<file path="src/rtl/tetris_input_ctrl.sv">
// Button conditioning for the JB controller: synchronise, debounce, latch presses,
// auto-repeat the movement keys and present the highest-priority pending key to the CPU.
module tetris_input_ctrl #(
    parameter int          DEBOUNCE_CYCLES = 500000,
    parameter int          DAS_CYCLES      = 8333333,
    parameter int          ARR_CYCLES      = 2500000,
    parameter int          CNT_W           = 24,
    parameter logic [7:0]  REPEAT_MASK     = 8'h0E
) (
    input  logic        clock,
    input  logic        reset,
    input  logic [7:0]  btn_raw,
    input  logic        read_strobe,
    output logic        key_valid,
    output logic [31:0] key_word,
    output logic [7:0]  held
);

    typedef enum logic [1:0] {
        IDLE   = 2'd0,
        DELAY  = 2'd1,
        REPEAT = 2'd2
    } rep_state_t;

    localparam logic [CNT_W-1:0] DEB_LAST = CNT_W'(DEBOUNCE_CYCLES - 1);
    localparam logic [CNT_W-1:0] DAS_LAST = CNT_W'(DAS_CYCLES - 1);
    localparam logic [CNT_W-1:0] ARR_LAST = CNT_W'(ARR_CYCLES - 1);
    localparam logic [3:0]       CODE_LUT [8] = '{4'd1, 4'd2, 4'd3, 4'd4, 4'd7, 4'd8, 4'd9, 4'd10};

    logic [7:0]       sync1, sync2;
    logic [7:0]       held_next;
    logic [7:0]       pending, pending_next;
    logic [7:0]       fire;
    logic [7:0]       clear;
    logic [3:0]       code;
    logic [CNT_W-1:0] db_cnt [8];
    logic [CNT_W-1:0] db_cnt_next [8];
    logic [CNT_W-1:0] rcnt [8];
    logic [CNT_W-1:0] rcnt_next [8];
    rep_state_t       state [8];
    rep_state_t       state_next [8];

    always_ff @(posedge clock or negedge reset) begin
        if (!reset) begin
            sync1   <= '0;
            sync2   <= '0;
            held    <= '0;
            pending <= '0;
            for (int i = 0; i < 8; i++) begin
                db_cnt[i] <= '0;
                rcnt[i]   <= '0;
                state[i]  <= IDLE;
            end
        end else begin
            sync1   <= btn_raw;
            sync2   <= sync1;
            held    <= held_next;
            pending <= pending_next;
            for (int i = 0; i < 8; i++) begin
                db_cnt[i] <= db_cnt_next[i];
                rcnt[i]   <= rcnt_next[i];
                state[i]  <= state_next[i];
            end
        end
    end

    // A level is accepted only after DEBOUNCE_CYCLES consecutive disagreeing samples.
    always_comb begin
        held_next = held;
        for (int i = 0; i < 8; i++) begin
            db_cnt_next[i] = '0;
            if (sync2[i] != held[i]) begin
                if (db_cnt[i] == DEB_LAST) begin
                    held_next[i] = sync2[i];
                end else begin
                    db_cnt_next[i] = db_cnt[i] + CNT_W'(1);
                end
            end
        end
    end

    // Press edges and auto-repeat ticks both raise fire; the FSM follows the new held level.
    always_comb begin
        for (int i = 0; i < 8; i++) begin
            state_next[i] = state[i];
            rcnt_next[i]  = '0;
            fire[i]       = held_next[i] & ~held[i];
            if (!REPEAT_MASK[i] || !held_next[i]) begin
                state_next[i] = IDLE;
            end else begin
                case (state[i])
                    IDLE: begin
                        if (fire[i]) state_next[i] = DELAY;
                    end
                    DELAY: begin
                        if (rcnt[i] == DAS_LAST) begin
                            fire[i]       = 1'b1;
                            state_next[i] = REPEAT;
                        end else begin
                            rcnt_next[i] = rcnt[i] + CNT_W'(1);
                        end
                    end
                    REPEAT: begin
                        if (rcnt[i] == ARR_LAST) begin
                            fire[i] = 1'b1;
                        end else begin
                            rcnt_next[i] = rcnt[i] + CNT_W'(1);
                        end
                    end
                    default: state_next[i] = IDLE;
                endcase
            end
        end
    end

    // Ascending scan so the highest pending bit ends up selected.
    always_comb begin
        code  = 4'd0;
        clear = '0;
        for (int i = 0; i < 8; i++) begin
            if (pending[i]) begin
                code     = CODE_LUT[i];
                clear    = '0;
                clear[i] = 1'b1;
            end
        end
        pending_next = (pending & ~((read_strobe && key_valid) ? clear : 8'h00)) | fire;
    end

    assign key_valid = |pending;
    assign key_word  = {28'b0, code};

endmodule
</file>
<file path="config.mk">
export PLATFORM = sky130hd
export DESIGN_NAME = tetris_input_ctrl
export DESIGN_NICKNAME = d
export VERILOG_FILES = /design/src/rtl/tetris_input_ctrl.sv
export SDC_FILE = /design/constraint.sdc
export NUM_CORES = 1
export LEC_CHECK = 0
export ABC_AREA = 1
export CAP_MARGIN = 15
export CORE_UTILIZATION = 50
export CTS_BUF_LIST = sky130_fd_sc_hd__clkbuf_8
export DETAILED_ROUTE_END_ITERATION = 8
export PLACE_DENSITY = 0.68
export SLEW_MARGIN = 20
export SYNTH_ARGS = -nofsm -noshare
export SYNTH_HDL_FRONTEND = slang
export SYNTH_SLANG_ARGS = --single-unit
export TNS_END_PERCENT = 1
</file>
<file path="constraint.sdc">
create_clock -name clock -period 2 [get_ports clock]
set_clock_uncertainty 0.15 [all_clocks]
set_input_delay 0.5 -clock clock [delete_from_list [all_inputs] [get_ports clock]]
set_output_delay 0.5 -clock clock [all_outputs]
set_load 0.01 [all_outputs]
</file>
==> run_results.csv <==
group,metric,value,unit
setup_path,r2r_slack,0.07,ns
grt,met2_usage,38.2,%
hold_path,hold_path_end,"sync1[5]",
grt,grt_overflow,0,
setup_path,crit_chain,"inv_2 -> nand2_2 -> a21oi_2 -> o21ai_1 -> a21oi_1 -> buf_2",
timing,tightest_slew,0.497,ns
setup_path,crit_buf_inv,2,
synth,synthFlopType,"dfrtp_1",
grt,antenna_found_initial,0,
hold_path,min_from,"btn_raw[5]",
setup_path,r2r_start,"db_cnt[120]",
synth,mappedNetlistArea,0.0175,sq mm
cts,clk_pin_slew,0.06,ns
hold_path,hold_path_class,"input pin to register",
detailed_routing,vias,15625,
detailed_routing,wire_per_inst,13.5,um
cts,cts_htree_levels,2,
cts,cts_tree,"yes",
grt,gr-max-usage-layer,"met2",
die,row_count,68,
synth,postSynthCellCount,2420,
finish,drive_above_1_share,10.2,%
finish,stdcell_count,3048,
cts,cts_num_sinks,302,
setup_path,crit_slowest_cell,"dfrtp_1",
cts,cts-root-buf,"clkbuf_8",
finish,post-route-util,58.2,%
timing,slew_headroom,66.6,%
synth,ys_ff_latch,302,
cts,clk_latency,0.63,ns
setup_path,max_stage_delay,0.39,ns
detailed_routing,antenna_left,0,
timing,drv_slew,0,
synth,yosysTopAreaCell,"dfrtp_1",
setup_path,r2r_end,"rcnt[132]",
placed_design,dp_cells,2940,
placed_design,portBuffers,23,
synth,ys_top_cells_by_area,"dfrtp_1 43%, nand2_1 11%, nor2_1 11%, inv_1 7.0%, xor2_1 4.4%",
cts,cts_buffer_depth,3,
timing,finalHoldViolCount,0,
die,die_y,189,um
grt,grt_pass1_vias,15210,
outcome,outcome,"complete, but fails checks",
grt,grt_max_degree,63,
setup_path,path_delay_family,"flip-flops",
timing,worst_slack,-0.290,ns
timing,rsz0062_at_grt,"yes",
die,die_x,189,um
pwr,power.density,679,mW/mm^2
timing,finalCritPeriodShare,115,%
flow_run,max-cap-violations,0,
setup_path,crit_path_start_kind,"register",
setup_path,critPathKind,"register to output port",
setup_path,crit_arrival,1.64,ns
grt,track_usage,23.7,%
finish,syn_to_final_growth,14.5,%
detailed_routing,drc,0,
synth,ys_types,41,
setup_path,rr_worst_depth,9,
synth,ys_seq_area_share,43.1,%
timing,min_period,2.29,ns
cts,numCtsBuffers,55,
setup_path,cp_max_fo,2,
outcome,failed_checks,"setup timing",
grt,met3_usage,4.41,%
timing,timing.hold.ws,0.167,ns
die,start_util,50.8,%
timing,setup_violations,5,
synth,ys_async_sr_fraction,100,%
synth,synth_top_area_share,43.1,%
pwr,p_leak,8.89,nW
die,ios,52,
detailed_routing,viasPerCell,5.13,
grt,grt_pass1_wl,70.8,mm
placed_design,hpwl,30.4,mm
die,core,0.0345,sq mm
setup_path,crit_path_end_kind,"output port",
detailed_routing,routed_wl,41.0,mm
detailed_routing,drtIter0Drc,1084,
pwr,ir_worst_vdd,0.000694,V
synth,synth_edf_count,0,
finish,antenna_cells,0,
synth,synth_area_per_cell,7.25,sq um
placed_design,gp_congestion,0.945,
detailed_routing,firstDrtPassIters,7,
finish,fin_nets,2581,
die,die_area,0.0358,sq mm
setup_path,cp.required,1.35,ns
grt,grtUsageMet1,31.9,%
timing,max_clock_freq,437,MHz
setup_path,crit_start,"pending[1]",
hold_path,min_path_cells,1,
synth,ys_warn_count,0,
[state kept, by name (all words and copies together), names as in the netlist]
| register | flops |
|---|---|
| pending | 8 |
| rcnt | 72 |
| held | 8 |
| sync2 | 8 |
| sync1 | 8 |
| db_cnt | 192 |
| state | 6 |
[stage by stage]
step	cell area [sq um]	setup WS, ns	setup TNS [ns]	total power, mW
2_1_floorplan	17600	0.171	0	6.58
3_3_place_gp	18700	-0.0354	-0.0354	6.87
3_5_place_dp	18700	-0.0441	-0.0667	6.88
4_1_cts	20000	-0.361	-1.25	13.9
5_1_grt	20100	-0.440	-4.80	14.3
6_report	20100	-0.290	-1.02	13.6
[worst max-delay path by stage]
stage	end	slack [ns]	depth (start not counted)
final	key_word[0]	-0.29	6
after global routing	key_word[0]	-0.44	6
after CTS	key_word[0]	-0.36	6
after detailed placement	key_word[0]	-0.04	6
after global placement	key_word[0]	-0.04	6
after floorplan	rcnt[114]	0.17	11
[metal layers]
metal / vias up / wire length, um / share of wire, %
met5: - / 0 / 0
met4: 0 / 1060 / 2.6
met3: 88 / 1900 / 4.6
met2: 348 / 18800 / 46
met1: 7275 / 19200 / 47
li1: 7914 / - / -
[synthesized netlist by cell type (all sizes together) (5+ instances only)]
library cell and count:
o21ai 54, dfrtp 302, nor3 118, nand2 522, nand3 150, a21oi 46, a31oi 13, o21bai 5
xor2 89, buf 35, nand4 98, nor4 10, nor3b 15, clkbuf 15, xnor2 27, nand3b 10
inv 330, ha 24, nor2 534
[cells by family (layout without fill, tap and decap cells)]
logic type	after synthesis	count (layout)	synth area share [%]
other cells	1	28	0.0214
compound gates	137	137	4.39
fa+ha+maj	24	24	1.71
xor+xnor	116	116	5.79
simple gates	1459	1459	36.0
buf+inv	381	527	8.99
flops	302	302	43.1
[repair_timing]
action	CTS	global route
pin swaps	2	6
endpoints found under the setup margin	13	110
hold endpoints to repair	228	0
buffers inserted	3	0
hold buffers	1	0
resized for setup	59	36
[cell type report]
cell class              count  area [sq um]
flip-flops and latches    302          7560
clock buffers              72           991
inverters                 331          1240
well taps                 455           569
repair buffers             92           771
fillers                  3342         14400
multi-input cells        1764          8610
clock inverters            32           344
[layout by cell type (no fill, tap or decap), types with 11 or more instances in the layout]
cell / n
nor2_2: 43
inv_1: 331
nand4_1: 98
nor3b_1: 15
buf_4: 62
xor2_1: 89
nand2_1: 512
conb_1: 28
nor2_1: 488
nor3_1: 110
buf_2: 11
a21oi_1: 45
ha_1: 21
dfrtp_1: 296
nand3_1: 146
a31oi_1: 13
xnor2_1: 27
clkbuf_8: 72
o21ai_0: 51
[where the power goes]
group          leakage, nW  switching (mW)  internal, mW
Combinational         4.03           0.356         0.183
Clock                0.708            2.73          4.16
Sequential            4.15          0.0455          6.18
Total                 8.89            3.13          10.5
(Power assumes the default switching activity.)
